==> config.mk <==
export PLATFORM = sky130hd
export DESIGN_NAME = wb_port_arbiter
export DESIGN_NICKNAME = d
export VERILOG_FILES = /design/src/rtl/wb_port_arbiter_pkg.sv /design/src/rtl/wb_arb_fsm.sv /design/src/rtl/wb_port_arbiter.sv
export SDC_FILE = /design/constraint.sdc
export NUM_CORES = 1
export LEC_CHECK = 0
export BUFFER_PORTS_ARGS = -buffer_cell sky130_fd_sc_hd__buf_4
export CAP_MARGIN = 20
export CORE_ASPECT_RATIO = 1.1
export CORE_UTILIZATION = 25
export CTS_CLUSTER_SIZE = 8
export DETAILED_ROUTE_END_ITERATION = 10
export HOLD_SLACK_MARGIN = 0.05
export SYNTH_ARGS = -nofsm -noshare
export SYNTH_HDL_FRONTEND = slang
export SYNTH_HIERARCHICAL = 1
export SYNTH_SLANG_ARGS = --single-unit
==> constraint.sdc <==
create_clock -name clk -period 2.7 [get_ports clk]
set_clock_uncertainty 0.1 [all_clocks]
set_input_delay 0.54 -clock clk [delete_from_list [all_inputs] [get_ports clk]]
set_output_delay 0.54 -clock clk [all_outputs]
set_load 0.01 [all_outputs]
==> src/rtl/wb_port_arbiter_pkg.sv <==
// Shared definitions for the register-file write-port arbiter:
// default widths and the arbiter FSM state encoding.
package wb_port_arbiter_pkg;

    localparam int DEF_DW        = 16;
    localparam int DEF_AW        = 3;
    localparam int DEF_MAX_BURST = 4;

    typedef enum logic [1:0] {
        IDLE = 2'd0,
        OWN0 = 2'd1,
        OWN1 = 2'd2
    } arb_state_e;

endpackage : wb_port_arbiter_pkg

==> src/rtl/wb_arb_fsm.sv <==
// Round-robin arbiter FSM with capped locked bursts; owns state, last-winner
// and burst counter, and produces the combinational grants and mux select.
module wb_arb_fsm
    import wb_port_arbiter_pkg::*;
#(
    parameter int MAX_BURST = DEF_MAX_BURST
) (
    input  logic clk,
    input  logic rst_n,
    input  logic req0,
    input  logic lock0,
    input  logic req1,
    input  logic lock1,
    output logic gnt0,
    output logic gnt1,
    output logic sel_next,
    output logic busy
);

    localparam int            CW      = $clog2(MAX_BURST);
    localparam logic [CW-1:0] CNT_MAX = CW'(MAX_BURST - 1);
    localparam logic [CW-1:0] CNT_ONE = CW'(1);

    arb_state_e    state_q, state_d;
    logic          last_q, last_d;
    logic [CW-1:0] cnt_q, cnt_d;
    logic          gnt0_c, gnt1_c, arb_c;

    function automatic logic [CW-1:0] sat_inc(input logic [CW-1:0] c);
        return (c == CNT_MAX) ? c : c + CNT_ONE;
    endfunction

    always_ff @(posedge clk or negedge rst_n) begin
        if (!rst_n) begin
            state_q <= IDLE;
            last_q  <= 1'b1;
            cnt_q   <= '0;
        end else begin
            state_q <= state_d;
            last_q  <= last_d;
            cnt_q   <= cnt_d;
        end
    end

    always_comb begin
        state_d = state_q;
        last_d  = last_q;
        cnt_d   = cnt_q;
        gnt0_c  = 1'b0;
        gnt1_c  = 1'b0;
        arb_c   = 1'b0;
        case (state_q)
            IDLE: arb_c = 1'b1;
            OWN0: begin
                if (req0) begin
                    gnt0_c = 1'b1;
                    cnt_d  = sat_inc(cnt_q);
                    if (!lock0 || (cnt_q == CNT_MAX && req1)) begin
                        state_d = IDLE;
                        last_d  = 1'b0;
                        cnt_d   = '0;
                    end
                end else begin
                    arb_c = 1'b1;
                end
            end
            OWN1: begin
                if (req1) begin
                    gnt1_c = 1'b1;
                    cnt_d  = sat_inc(cnt_q);
                    if (!lock1 || (cnt_q == CNT_MAX && req0)) begin
                        state_d = IDLE;
                        last_d  = 1'b1;
                        cnt_d   = '0;
                    end
                end else begin
                    arb_c = 1'b1;
                end
            end
            default: state_d = IDLE;
        endcase

        // An owner that stops requesting hands the same cycle to normal arbitration.
        if (arb_c) begin
            state_d = IDLE;
            cnt_d   = '0;
            if (req0 && (!req1 || last_q)) begin
                gnt0_c = 1'b1;
                last_d = 1'b0;
                if (lock0) begin
                    state_d = OWN0;
                    cnt_d   = CNT_ONE;
                end
            end else if (req1) begin
                gnt1_c = 1'b1;
                last_d = 1'b1;
                if (lock1) begin
                    state_d = OWN1;
                    cnt_d   = CNT_ONE;
                end
            end
        end
    end

    assign gnt0     = gnt0_c & rst_n;
    assign gnt1     = gnt1_c & rst_n;
    assign sel_next = gnt1_c;
    assign busy     = (state_q != IDLE);

endmodule : wb_arb_fsm

==> src/rtl/wb_port_arbiter.sv <==
// Two-port arbiter for the shared register-file write port: selects the
// granted port's addr/data and registers them as the write command.
module wb_port_arbiter
    import wb_port_arbiter_pkg::*;
#(
    parameter int DW        = DEF_DW,
    parameter int AW        = DEF_AW,
    parameter int MAX_BURST = DEF_MAX_BURST
) (
    input  logic          clk,
    input  logic          rst_n,
    input  logic          req0,
    input  logic          lock0,
    input  logic [AW-1:0] addr0,
    input  logic [DW-1:0] data0,
    output logic          gnt0,
    input  logic          req1,
    input  logic          lock1,
    input  logic [AW-1:0] addr1,
    input  logic [DW-1:0] data1,
    output logic          gnt1,
    output logic          wr_en,
    output logic [AW-1:0] wr_addr,
    output logic [DW-1:0] wr_data,
    output logic          sel,
    output logic          busy
);

    logic          sel_next;
    logic [AW-1:0] mux_addr;
    logic [DW-1:0] mux_data;

    logic          wr_en_q, wr_en_d;
    logic [AW-1:0] wr_addr_q, wr_addr_d;
    logic [DW-1:0] wr_data_q, wr_data_d;
    logic          sel_q, sel_d;

    wb_arb_fsm #(
        .MAX_BURST (MAX_BURST)
    ) u_fsm (
        .clk      (clk),
        .rst_n    (rst_n),
        .req0     (req0),
        .lock0    (lock0),
        .req1     (req1),
        .lock1    (lock1),
        .gnt0     (gnt0),
        .gnt1     (gnt1),
        .sel_next (sel_next),
        .busy     (busy)
    );

    assign mux_addr = sel_next ? addr1 : addr0;
    assign mux_data = sel_next ? data1 : data0;

    // Without a grant only the enable drops; the last command stays visible.
    always_comb begin
        wr_en_d   = gnt0 | gnt1;
        wr_addr_d = wr_addr_q;
        wr_data_d = wr_data_q;
        sel_d     = sel_q;
        if (gnt0 | gnt1) begin
            wr_addr_d = mux_addr;
            wr_data_d = mux_data;
            sel_d     = sel_next;
        end
    end

    always_ff @(posedge clk or negedge rst_n) begin
        if (!rst_n) begin
            wr_en_q   <= 1'b0;
            wr_addr_q <= '0;
            wr_data_q <= '0;
            sel_q     <= 1'b0;
        end else begin
            wr_en_q   <= wr_en_d;
            wr_addr_q <= wr_addr_d;
            wr_data_q <= wr_data_d;
            sel_q     <= sel_d;
        end
    end

    assign wr_en   = wr_en_q;
    assign wr_addr = wr_addr_q;
    assign wr_data = wr_data_q;
    assign sel     = sel_q;

endmodule : wb_port_arbiter

== Word-level counts from Yosys, hierarchy flattened ==
Index checks and enable logic that the tools add are counted.

* Register bits after elaboration: 26
* Bits of input ports: 44
* Output and inout port bits: 24
* Logic and storage cells: 75

* $add $sub $neg: 1
* Equality and inequality tests: 8
* Muxes and demuxes: 42
* Bitwise gates (word level): 3
* Reductions and logical operators: 14

{| class="wikitable"
|+ Operator list
! cell !! number
|-
| 2-to-1 mux 2 bit || 16
|-
| 2-to-1 mux 1 bit || 20
|-
| 2-to-1 mux 16 bit || 1
|-
| != test 3 x 1 -> 1 bit, second input constant || 2
|-
| != test 3 x 2 -> 1 bit, second input constant || 2
|-
| case mux 2 bit (3 select lines) || 1
|-
| AND reduction 5 bit || 1
|-
| equality test 2 bit, second input constant || 2
|-
| case mux 2 bit (2 select lines) || 1
|-
| logical AND 1 bit || 3
|-
| logical NOT 1 bit || 3
|-
| logical OR 1 bit || 3
|-
| 2-to-1 mux 3 bit || 1
|-
| case mux 1 bit (3 select lines) || 1
|-
| AND reduction 3 bit || 1
|-
| nonzero test 3 bit || 1
|-
| adder 2 x 1 -> 2 bit, second input constant || 1
|-
| bitwise AND 1 bit || 2
|-
| equality test 2 x 1 -> 1 bit, second input constant || 1
|-
| logical NOT 2 bit || 1
|-
| != test 2 x 1 -> 1 bit, second input constant || 1
|-
| case mux 1 bit (2 select lines) || 1
|-
| nonzero test 2 bit || 1
|-
| bitwise OR 1 bit || 1
|}

== Logic depth before layout (Yosys ltp) ==
Gate-level depths: netlist (run 1).

* Word-level depth: 9
* Gate-level depth with buffers: 10
* Gate-level depth less buffers: 8

== Cells and area by module ==
Netlist (run 1), hierarchy kept.

{| class="wikitable"
|+ By module, submodules not included
! module !! instances !! cells an instance !! area each (um^2) !! sequential area each (um^2)
|-
| wb_port_arbiter || 1 || 88 || 998.5 || 525.5
|-
| wb_arb_fsm || 1 || 54 || 454.2 || 126.4
|}

== Worst setup path before layout (run 1) ==
OpenSTA, ideal clock, no wires.

* Kind: register to register
* Start: reg u_fsm.state_q[0]
* End: reg sel_q, in the netlist sel
* Setup time: 0.125 ns
* Arrival time: 2.108 ns
* Required time: 2.475 ns
* Path slack: 0.366 ns
* Cell stages (with the launch flop): 9
* Buffers on the path: 0
* Clock period less this slack: 2.334 ns
* Cells stage by stage: dfrtp_1 -> inv_1 -> ha_1 -> nor2b_1 -> o31a_1 -> and3_1 -> o21a_1 -> or2_4 -> mux2_4

* Elaborated cells between the ends (all ways): 14
* Those cells by class: eq/ne: 2; mux: 8; bitwise: 3; reduce/logical: 1

{| class="wikitable"
|+ RTL lines
! element !! RTL line !! source
|-
| start: declaration || wb_arb_fsm.sv:24 || <nowiki>arb_state_e state_q, state_d;</nowiki>
|-
| start signal: assignment || wb_arb_fsm.sv:39 || <nowiki>state_q <= state_d;</nowiki>
|-
| equality test 2 x 1 -> 1 bit || wb_arb_fsm.sv:52 || <nowiki>case (state_q)</nowiki>
|-
| 2-to-1 mux 1 bit || wb_arb_fsm.sv:52 ||
|-
| 2-to-1 mux 1 bit || wb_arb_fsm.sv:87 || <nowiki>if (req0 && (!req1 || last_q)) begin</nowiki>
|-
| 2-to-1 mux 1 bit * || wb_arb_fsm.sv:84 || <nowiki>if (arb_c) begin</nowiki>
|-
| bitwise AND 1 bit * || wb_arb_fsm.sv:105 || <nowiki>assign gnt0 = gnt0_c & rst_n;</nowiki>
|-
| via gnt0 || wb_port_arbiter.sv:16 || <nowiki>output logic gnt0,</nowiki>
|-
| bitwise OR 1 bit * || wb_port_arbiter.sv:62 || <nowiki>if (gnt0 | gnt1) begin</nowiki>
|-
| end signal: assignment || wb_port_arbiter.sv:79 || <nowiki>sel_q <= sel_d;</nowiki>
|-
| end: declaration || wb_port_arbiter.sv:36 || <nowiki>logic sel_q, sel_d;</nowiki>
|}

Mark *: on every way through the listed nets, which the timed path passes. The rest lies on a longest branch.
A chain may end at the register's enable or synchronous reset.

== Worst setup path in the final report (run 1) ==
* Start: reg u_fsm.state_q[1]
* End: out gnt0

* Word-level cells in the longest chain between the ends: 5
* Elaborated cells between the ends (all ways): 8
* Those cells by class: eq/ne: 2; mux: 4; bitwise: 1; reduce/logical: 1

{| class="wikitable"
|+ RTL lines
! element !! RTL line
|-
| equality test 2 x 1 -> 1 bit || wb_arb_fsm.sv:52
|-
| 2-to-1 mux 1 bit || wb_arb_fsm.sv:52
|-
| 2-to-1 mux 1 bit || wb_arb_fsm.sv:87
|-
| 2-to-1 mux 1 bit * || wb_arb_fsm.sv:84
|-
| bitwise AND 1 bit * || wb_arb_fsm.sv:105
|-
| end: declaration || wb_port_arbiter.sv:16
|}

Every way passes the cells marked *; elsewhere a longest branch is shown, timed or not.

==> out/qor.txt, run 1 <==
Outcome: finished, final reports clean
CTS Sinks: 26
Leakage: 0.00100 uW
Drt via density: 4.65
Number of flops mapped to enable cells by yosys: 0
Antenna Cells: 0
Hold Vio Cnt, Final: 0
Top-count cell post-synth: dfrtp_1
First-pass GRT wire length: 6220 microns
# port buffers: 67
Initial core utilization: 26.4%
Setup violators final: 0
Top FF cell, synth: dfrtp_1
Clock root cell: clkbuf_8
Mean post-synth cell area: 10.2 sq um
WL per Instance: 13.4 microns
Worst VDD drop: 424 uV
Crit path max fanout: 4
Syn_nets: 191
Core area: 5500 sq um
IO Pins: 68
Largest net degree at the start of global routing: 27
Worst hold path class: in2async
Via count of the first global-routing pass: 1,331
Critical path arrival: 1.97 ns
P&R area growth vs syn: 46.7%
Max-slew violation count: 0
Final worst path period share: 96.5%
Synth cell types: 32
Total power: 1780 uW
Die ar.: 6120 sq um
Starting DRT DRC Count: 85
Max frequency: 384 MHz
Antenna violations before repair: 0
Die width: 74.7 microns
Final core occ: 38.7%
Flops & latches, synth: 26
Commonest cells post-synth: dfrtp_1, a21oi_1, mux2i_1, nor3_1
Hold_buf cts: 0
Register area share after synthesis: 44.9%
Worst slew pin tran: 0.373 ns
Nets: 267
Async S/R FF share, synth: 100%
Largest area contributor in the netlist: dfrtp_1
Number of buffers on the longest clock path: 2
H-Tree Depth: 1
Die span in y: 81.9 microns
Synth Cell Area: 1450 sq um
DP HPWL: 2960 microns
Post-route DRC violation count: 0
Crit path launch type: flop
Worst skew pair latency: 0.26 ns
GPL Wtd Cong: 0.872
DRT antenna net count: 0
Total grt overflow: 0
Inserted Clock Buffers: 3
Area contributors post-synth: dfrtp_1, mux2i_1, a21oi_1
CTS tree: done
Final wirelength: 3900 microns
Row count: 28
GRT Overall Usage: 13.4%
Share of cells above drive strength 1: 41.9%
Synthesized instance count: 142
Total of max-cap violations: 0
Post-synth top area share: 43.1%
First drt pass iteration count: 4
RSZ-0062 raised after global routing: true
CP Capture Type: output pin
Crit Path Class: reg2out
Synthesis Warnings: 6
Crit path time final: 2.61 ns
Worst-path clk slew: 0.09 ns
Power Density: 837 nW/um^2
Worst path required time: 2.06 ns
Routed vias: 1,359
Worst slew margin: 74.8%
==> report_power, final <==
group	switching [uW]	internal (uW)
clock network	113	105
registers	111	563
logic	427	465
total	651	1130
==> cell families after synthesis <==
| family | Yosys count | synth area share, % |
|---|---|---|
| compound gates | 34 | 14.6 |
| fa+ha+maj | 5 | 4.31 |
| buf+inv | 13 | 6.03 |
| flops | 26 | 44.9 |
| mux | 20 | 14.1 |
| simple gates | 44 | 16.0 |
==> layer usage <==
| layer | global-route usage (%) | wire length [microns] |
|---|---|---|
| met1 | 16.6 | 1680 |
| met2 | 22.6 | 1920 |
| met3 | 3.93 | 276 |
| met4 | 3.02 | 17 |
| met5 | 0 | 0 |
==> per-stage QoR <==
| stage | TNS [ns] | hold WS, ns | cells | worst slack, ns | instance area [sq um] |
|---|---|---|---|---|---|
| 2_1_floorplan | 0 | 0.144 | 142 | 0.366 | 1450 |
| 3_3_place_gp | 0 | 0.408 | 285 | 0.296 | 2050 |
| 3_5_place_dp | 0 | 0.422 | 285 | 0.202 | 2050 |
| 4_1_cts | 0 | 0.189 | 291 | 0.0112 | 2110 |
| 5_1_grt | -0.0127 | 0.201 | 292 | -0.00756 | 2130 |
| 6_report | 0 | 0.184 | 292 | 0.0933 | 2130 |
==> what timing repair did <==
item                                    4_1_cts  5_1_grt
endpoints found under the hold margin         0        0
endpoints found under the setup margin        2        2
gates resized for setup                       1        3
buffers inserted                              2        1
pin swaps                                     1        1
==> layout by cell type, fill, tap and decap left out, drive strengths merged, types with 3 or more instances in the layout <==
master	n
nor3	19
ha	5
inv	5
a21oi	22
nand3	6
clkbuf	4
nand2	5
dfrtp	25
buf	79
mux2i	19
and3	3
nor2b	6
==> path summary, 6_finish.rpt <==
check / startpoint / end / slack, ns / cells after the start
setup / recovery: u_fsm/state_q[1] / gnt0 / 0.09 / 7
hold / removal: rst_n / wr_data[2] / 0.18 / 2
setup reg to reg: u_fsm/state_q[1] / sel / 0.20 / 9
hold reg to reg: wr_data[4] / wr_data[4] / 0.43 / 2
max in group asynchronous: rst_n / u_fsm/last_q / 2.02 / 2
min in group clk: wr_data[4] / wr_data[4] / 0.43 / 2
==> area by class of cell <==
type | count | area [sq um]
fillers | 562 | 3370
inverters | 5 | 18.8
repair buffers | 79 | 593
flip-flops and latches | 26 | 652
multi-input cells | 103 | 728
clock buffers | 4 | 45.0
well taps | 75 | 93.8
==> critical path, stage by stage, from the launching register on <==
cell	delay, ns
dfrtp_1	0.40
inv_1	0.09
ha_1	0.21
nor2b_2	0.18
o31a_1	0.28
and3_4	0.20
o21a_1	0.19
buf_4	0.15
==> registers in the layout, summed over array words and instances (netlist names) <==
register	count
sel	1
u_fsm/last_q	1
wr_addr	3
u_fsm/state_q	2
wr_data	16
u_fsm/cnt_q	2
wr_en	1
Power figures use the tool's default switching activity.
==> run 2: changes to the inputs <==
--- a/config.mk
+++ b/config.mk
@@ -5,7 +5,7 @@
 export SDC_FILE = /design/constraint.sdc
 export NUM_CORES = 1
 export LEC_CHECK = 0
-export BUFFER_PORTS_ARGS = -buffer_cell sky130_fd_sc_hd__buf_4
+export BUFFER_PORTS_ARGS = -buffer_cell sky130_fd_sc_hd__clkbuf_2
 export CAP_MARGIN = 20
 export CORE_ASPECT_RATIO = 1.1
 export CORE_UTILIZATION = 25
==> out/qor.txt, run 2 (synthesis gave the netlist of run 1 again) <==
Outcome: finished, final reports clean
Max reg flops: 16 (unchanged)
Post-Place Cells: 285 (unchanged)
Core area: 5500 sq um (unchanged)
GPL Wtd Cong: 0.877 (+0.55%)
Worst-path clk slew: 0.09 ns (about the same)
IO Pins: 68 (unchanged)
CP Capture Type: output pin
Crit path largest cell delay: 0.39 ns (about the same)
DRT antenna net count: 0 (unchanged)
Worst hold path class: reg2reg
Max frequency: 383 MHz (-0.18%)
Setup_tns: 0 ns (unchanged)
Antenna violations before repair: 0 (unchanged)
Final std cells w/o fill: 294 (+0.68%)
# port buffers: 67 (unchanged)
Leakage: 0.000971 uW (-3.2%)
Final wirelength: 3890 microns (-0.21%)
Crit path max fanout: 4 (unchanged)
Die ar.: 6120 sq um (unchanged)
Routed vias: 1,358 (-0.074%)
P&R area growth vs syn: 36.9%
First-pass GRT wire length: 6000 microns (-3.5%)
Hold Vio Cnt, Final: 0 (unchanged)
Crit path launch type: flop
DP Area: 1880 sq um (-8.2%)
Most frequent cells in the layout: clkbuf_2, dfrtp_1, a21oi_1
Crit path cell chain: buf_4, ha_1, nor2b_2, o31a_1, and3_4, o21a_4, clkbuf_2
Antenna Cells: 0 (unchanged)
Most common cell after layout, fill and taps aside: clkbuf_2
Row count: 28 (unchanged)
CTS tree: done
CP max-delay cell: dfrtp_1
Largest net degree at the start of global routing: 24 (-11%)
Inserted Clock Buffers: 3 (unchanged)
Die width: 74.7 microns (unchanged)
Worst path required time: 2.06 ns (about the same)
Clock root cell: clkbuf_8
Post-route DRC violation count: 0 (unchanged)
CTS Sinks: 26 (unchanged)
Total power: 1690 uW (-5.3%)
H-Tree Depth: 1 (unchanged)
Worst skew pair latency: 0.26 ns (about the same)
Max-slew violation count: 0 (unchanged)
GRT Overall Usage: 12.8% (-0.52 points)
First drt pass iteration count: 4 (unchanged)
Total grt overflow: 0 (unchanged)
Critical path arrival: 1.97 ns (about the same)
WL per Instance: 13.2 microns (-0.88%)
Die span in y: 81.9 microns (unchanged)
Initial core utilization: 26.4% (unchanged)
Power Density: 849 nW/um^2 (+1.4%)
Nets: 269 (+0.75%)
Final instance area: 1990 sq um (-6.7%)
Crit Path Class: reg2out
Final worst path period share: 96.7% (+0.18 points)
Number of buffers on the longest clock path: 2 (unchanged)
Worst VDD drop: 532 uV (+25%)
Final core occ: 36.1% (-2.6 points)
Share of cells above drive strength 1: 42.5% (+0.53 points)
Via count of the first global-routing pass: 1,277 (-4.1%)
Worst slew margin: 69.1% (-5.7 points)
Drt via density: 4.62 (-0.75%)
Setup violators final: 0 (unchanged)
DP HPWL: 2920 microns (-1.6%)
Total of max-cap violations: 0 (unchanged)
Worst slew pin tran: 0.457 ns (+0.0839 ns)
Crit path time final: 2.61 ns (+0.00482 ns)
Starting DRT DRC Count: 77 (-9.4%)
[run 2: worst max-delay path: cells and delay by family (launching register included)]
family                   cells  cell delay [ns]
AND/OR/NAND/NOR              2             0.38
buffers and inverters        2             0.27
AO/OA/AOI/OAI                2             0.48
flip-flops                   1             0.39
adder cells (fa/ha/maj)      1             0.18
[run 2: path summary, 6_finish.rpt]
check / start / end / slack, ns / cells after the start
worst max-delay path: u_fsm/state_q[1] / gnt0 / 0.09 / 7
worst min-delay path: wr_data[3] / wr_data[3] / 0.44 / 2
worst max register to register: u_fsm/state_q[1] / sel / 0.32 / 8
worst min register to register: wr_data[3] / wr_data[3] / 0.44 / 2
max in group asynchronous: rst_n / u_fsm/last_q / 1.40 / 3
min in group asynchronous: rst_n / wr_data[12] / 0.53 / 2
[run 2: where the power goes]
group          internal [uW]  leakage, uW  switching (uW)
Combinational            370     0.000651             429
Clock                    105    0.0000228             116
Sequential               562     0.000297             106
Total                   1040     0.000971             651
[run 2: what timing repair did]
| action | in CTS | in global routing |
|---|---|---|
| hold buffers | 1 | 0 |
| gates resized for setup | 0 | 6 |
| pin swaps | 1 | 3 |
| setup endpoints to repair | 2 | 2 |
| endpoints found under the hold margin | 3 | 0 |
| setup buffers | 1 | 3 |
[run 2: layer usage]
metal	part of all wire (%)	vias to the layer above	track usage (%)
met5	0	-	0
met3	6.2	6	3.31
li1	-	676	-
met1	45	616	16.8
met4	0.98	0	3.02
met2	48	60	21.0
[run 2: cell type report]
class,count,area (sq um)
Fill cell,605,3510
Multi-Input combinational cell,103,736
Sequential cell,26,652
Timing Repair Buffer,81,443
Tap cell,75,93.8
Clock buffer,4,45.0
Inverter,5,18.8
[run 2: per-stage QoR]
stage | setup WS [ns] | hold slack, ns
after floorplan | 0.366 | 0.144
after global placement | 0.296 | 0.279
after detailed placement | 0.204 | 0.276
after CTS | 0.00835 | 0.439
after global routing | -0.0129 | 0.455
final | 0.0885 | 0.439
==> run 3: changes to the inputs <==
--- a/config.mk
+++ b/config.mk
@@ -7,11 +7,14 @@
 export LEC_CHECK = 0
 export BUFFER_PORTS_ARGS = -buffer_cell sky130_fd_sc_hd__clkbuf_2
 export CAP_MARGIN = 20
+export CELL_PAD_IN_SITES_DETAIL_PLACEMENT = 1
+export CELL_PAD_IN_SITES_GLOBAL_PLACEMENT = 1
 export CORE_ASPECT_RATIO = 1.1
 export CORE_UTILIZATION = 25
 export CTS_CLUSTER_SIZE = 8
 export DETAILED_ROUTE_END_ITERATION = 10
 export HOLD_SLACK_MARGIN = 0.05
+export PLACE_DENSITY_LB_ADDON = 0.1
 export SYNTH_ARGS = -nofsm -noshare
 export SYNTH_HDL_FRONTEND = slang
 export SYNTH_HIERARCHICAL = 1
==> out/qor.txt, run 3 (synthesis gave the netlist of run 1 again) <==
Outcome: finished, final reports clean
First-pass GRT wire length: 6640 microns (+11%)
Worst skew pair latency: 0.27 ns (about the same)
CP Capture Type: output pin
Most common cell after layout, fill and taps aside: clkbuf_2
Number of buffers on the longest clock path: 2 (unchanged)
Die width: 74.7 microns (unchanged)
GRT Overall Usage: 14.4% (+1.5 points)
# port buffers: 67 (unchanged)
Setup violators final: 0 (unchanged)
H-Tree Depth: 1 (unchanged)
Share of cells above drive strength 1: 41.9% (-0.61 points)
Crit path largest cell delay: 0.38 ns (about the same)
Most frequent cells in the layout: clkbuf_2, dfrtp_1, a21oi_1
Worst slew pin tran: 0.452 ns (-0.00513 ns)
WL per Instance: 14.8 microns (+12%)
Final std cells w/o fill: 290 (-1.4%)
Initial core utilization: 26.4% (unchanged)
Starting DRT DRC Count: 27 (-65%)
Max frequency: 383 MHz (+0.14%)
Worst-path clk slew: 0.09 ns (about the same)
Worst hold path class: reg2reg
DP Area: 1870 sq um (-0.80%)
GPL Wtd Cong: 0.900 (+2.7%)
Crit Path Class: reg2out
Post-route DRC violation count: 0 (unchanged)
Hold Vio Cnt, Final: 0 (unchanged)
CP max-delay cell: dfrtp_1
Post-Place Worst Slack: 0.119 ns (-0.0850 ns)
Die ar.: 6120 sq um (unchanged)
Top Family by Delay on Critical Path: compound AO/OA/AOI/OAI gates
Worst path required time: 2.06 ns (about the same)
Crit path cell chain: buf_4, ha_1, nor2b_4, o31a_1, and3_4, o21a_1, clkbuf_2
Total grt overflow: 0 (unchanged)
Post-Place Cells: 281 (-1.4%)
CTS tree: done
P&R area growth vs syn: 37.5%
CTS Sinks: 26 (unchanged)
DRT antenna net count: 0 (unchanged)
Crit path max fanout: 4 (unchanged)
Final worst path period share: 96.6% (-0.14 points)
Critical path arrival: 1.97 ns (about the same)
Max-slew violation count: 0 (unchanged)
Row count: 28 (unchanged)
Worst path bufs/invs: 2 (unchanged)
DP HPWL: 3380 microns (+16%)
Power Density: 893 nW/um^2 (+5.2%)
Nets: 265 (-1.5%)
Worst slew margin: 69.5% (+0.35 points)
Total of max-cap violations: 0 (unchanged)
Clock root cell: clkbuf_8
Crit path launch type: flop
First drt pass iteration count: 4 (unchanged)
Final wirelength: 4290 microns (+10%)
Antenna Cells: 0 (unchanged)
Leakage: 0.000965 uW (-0.65%)
Antenna violations before repair: 0 (unchanged)
Final instance area: 2000 sq um (+0.44%)
Via count of the first global-routing pass: 1,423 (+11%)
Core area: 5500 sq um (unchanged)
Inserted Clock Buffers: 3 (unchanged)
RSZ-0062 raised after global routing: true
Largest net degree at the start of global routing: 24 (unchanged)
Worst VDD drop: 365 uV (-31%)
Worst setup margin: 0.0921 ns (+0.00366 ns)
Drt via density: 4.71 (+1.9%)
Crit path time final: 2.61 ns (-0.00366 ns)
IO Pins: 68 (unchanged)
Max reg flops: 16 (unchanged)
Die span in y: 81.9 microns (unchanged)
Routed vias: 1,365 (+0.52%)
==> run 3: cell type report <==
type / count / area [sq um]
Clock buffer: 3 / 41.3
Fill cell: 682 / 3500
Tap cell: 75 / 93.8
Inverter: 5 / 18.8
Sequential cell: 26 / 652
Timing Repair Buffer: 77 / 425
Clock inverter: 1 / 30.0
Multi-Input combinational cell: 103 / 736
==> run 3: timing repair <==
item                       4_1_cts  5_1_grt
hold endpoints to repair         2        0
setup buffers                    3        1
setup endpoints to repair        2        2
gates resized for setup          1        4
pin swaps                        1        1
hold buffers                     1        0
==> run 3: power by group <==
| group | internal, uW | switching, uW | total, uW |
|---|---|---|---|
| clock | 198 | 121 | 320 |
| sequential | 562 | 106 | 668 |
| combinational | 366 | 431 | 797 |
| total | 1130 | 658 | 1780 |
==> run 3: through the flow <==
stage | utilization (%) | setup TNS [ns] | total power, uW | hold slack [ns]
6_report | 36.3 | 0 | 1780 | 0.437
5_1_grt | 36.3 | -0.0152 | 1930 | 0.458
4_1_cts | 35.9 | 0 | 1810 | 0.440
3_5_place_dp | 34.0 | 0 | 1460 | 0.289
3_3_place_gp | 34.0 | 0 | 1420 | 0.282
2_1_floorplan | - | 0 | 1140 | 0.144
==> run 3: final timing paths <==
path	startpoint	to	slack, ns	depth (start not counted)
max	u_fsm/state_q[0]	gnt0	0.09	7
min	sel	sel	0.44	1
max reg2reg	u_fsm/state_q[0]	wr_data[9]	0.28	9
min reg2reg	sel	sel	0.44	1
max in group asynchronous	rst_n	wr_en	1.40	3
min in group asynchronous	rst_n	wr_data[0]	0.55	2
==> run 3: per-layer routing <==
metal | share of wire [%] | track usage, % | vias up
met5 | 0 | 0 | -
met4 | 0.63 | 4.53 | 0
met3 | 4.1 | 2.33 | 2
met2 | 53 | 26.6 | 38
met1 | 42 | 16.7 | 663
li1 | - | - | 662
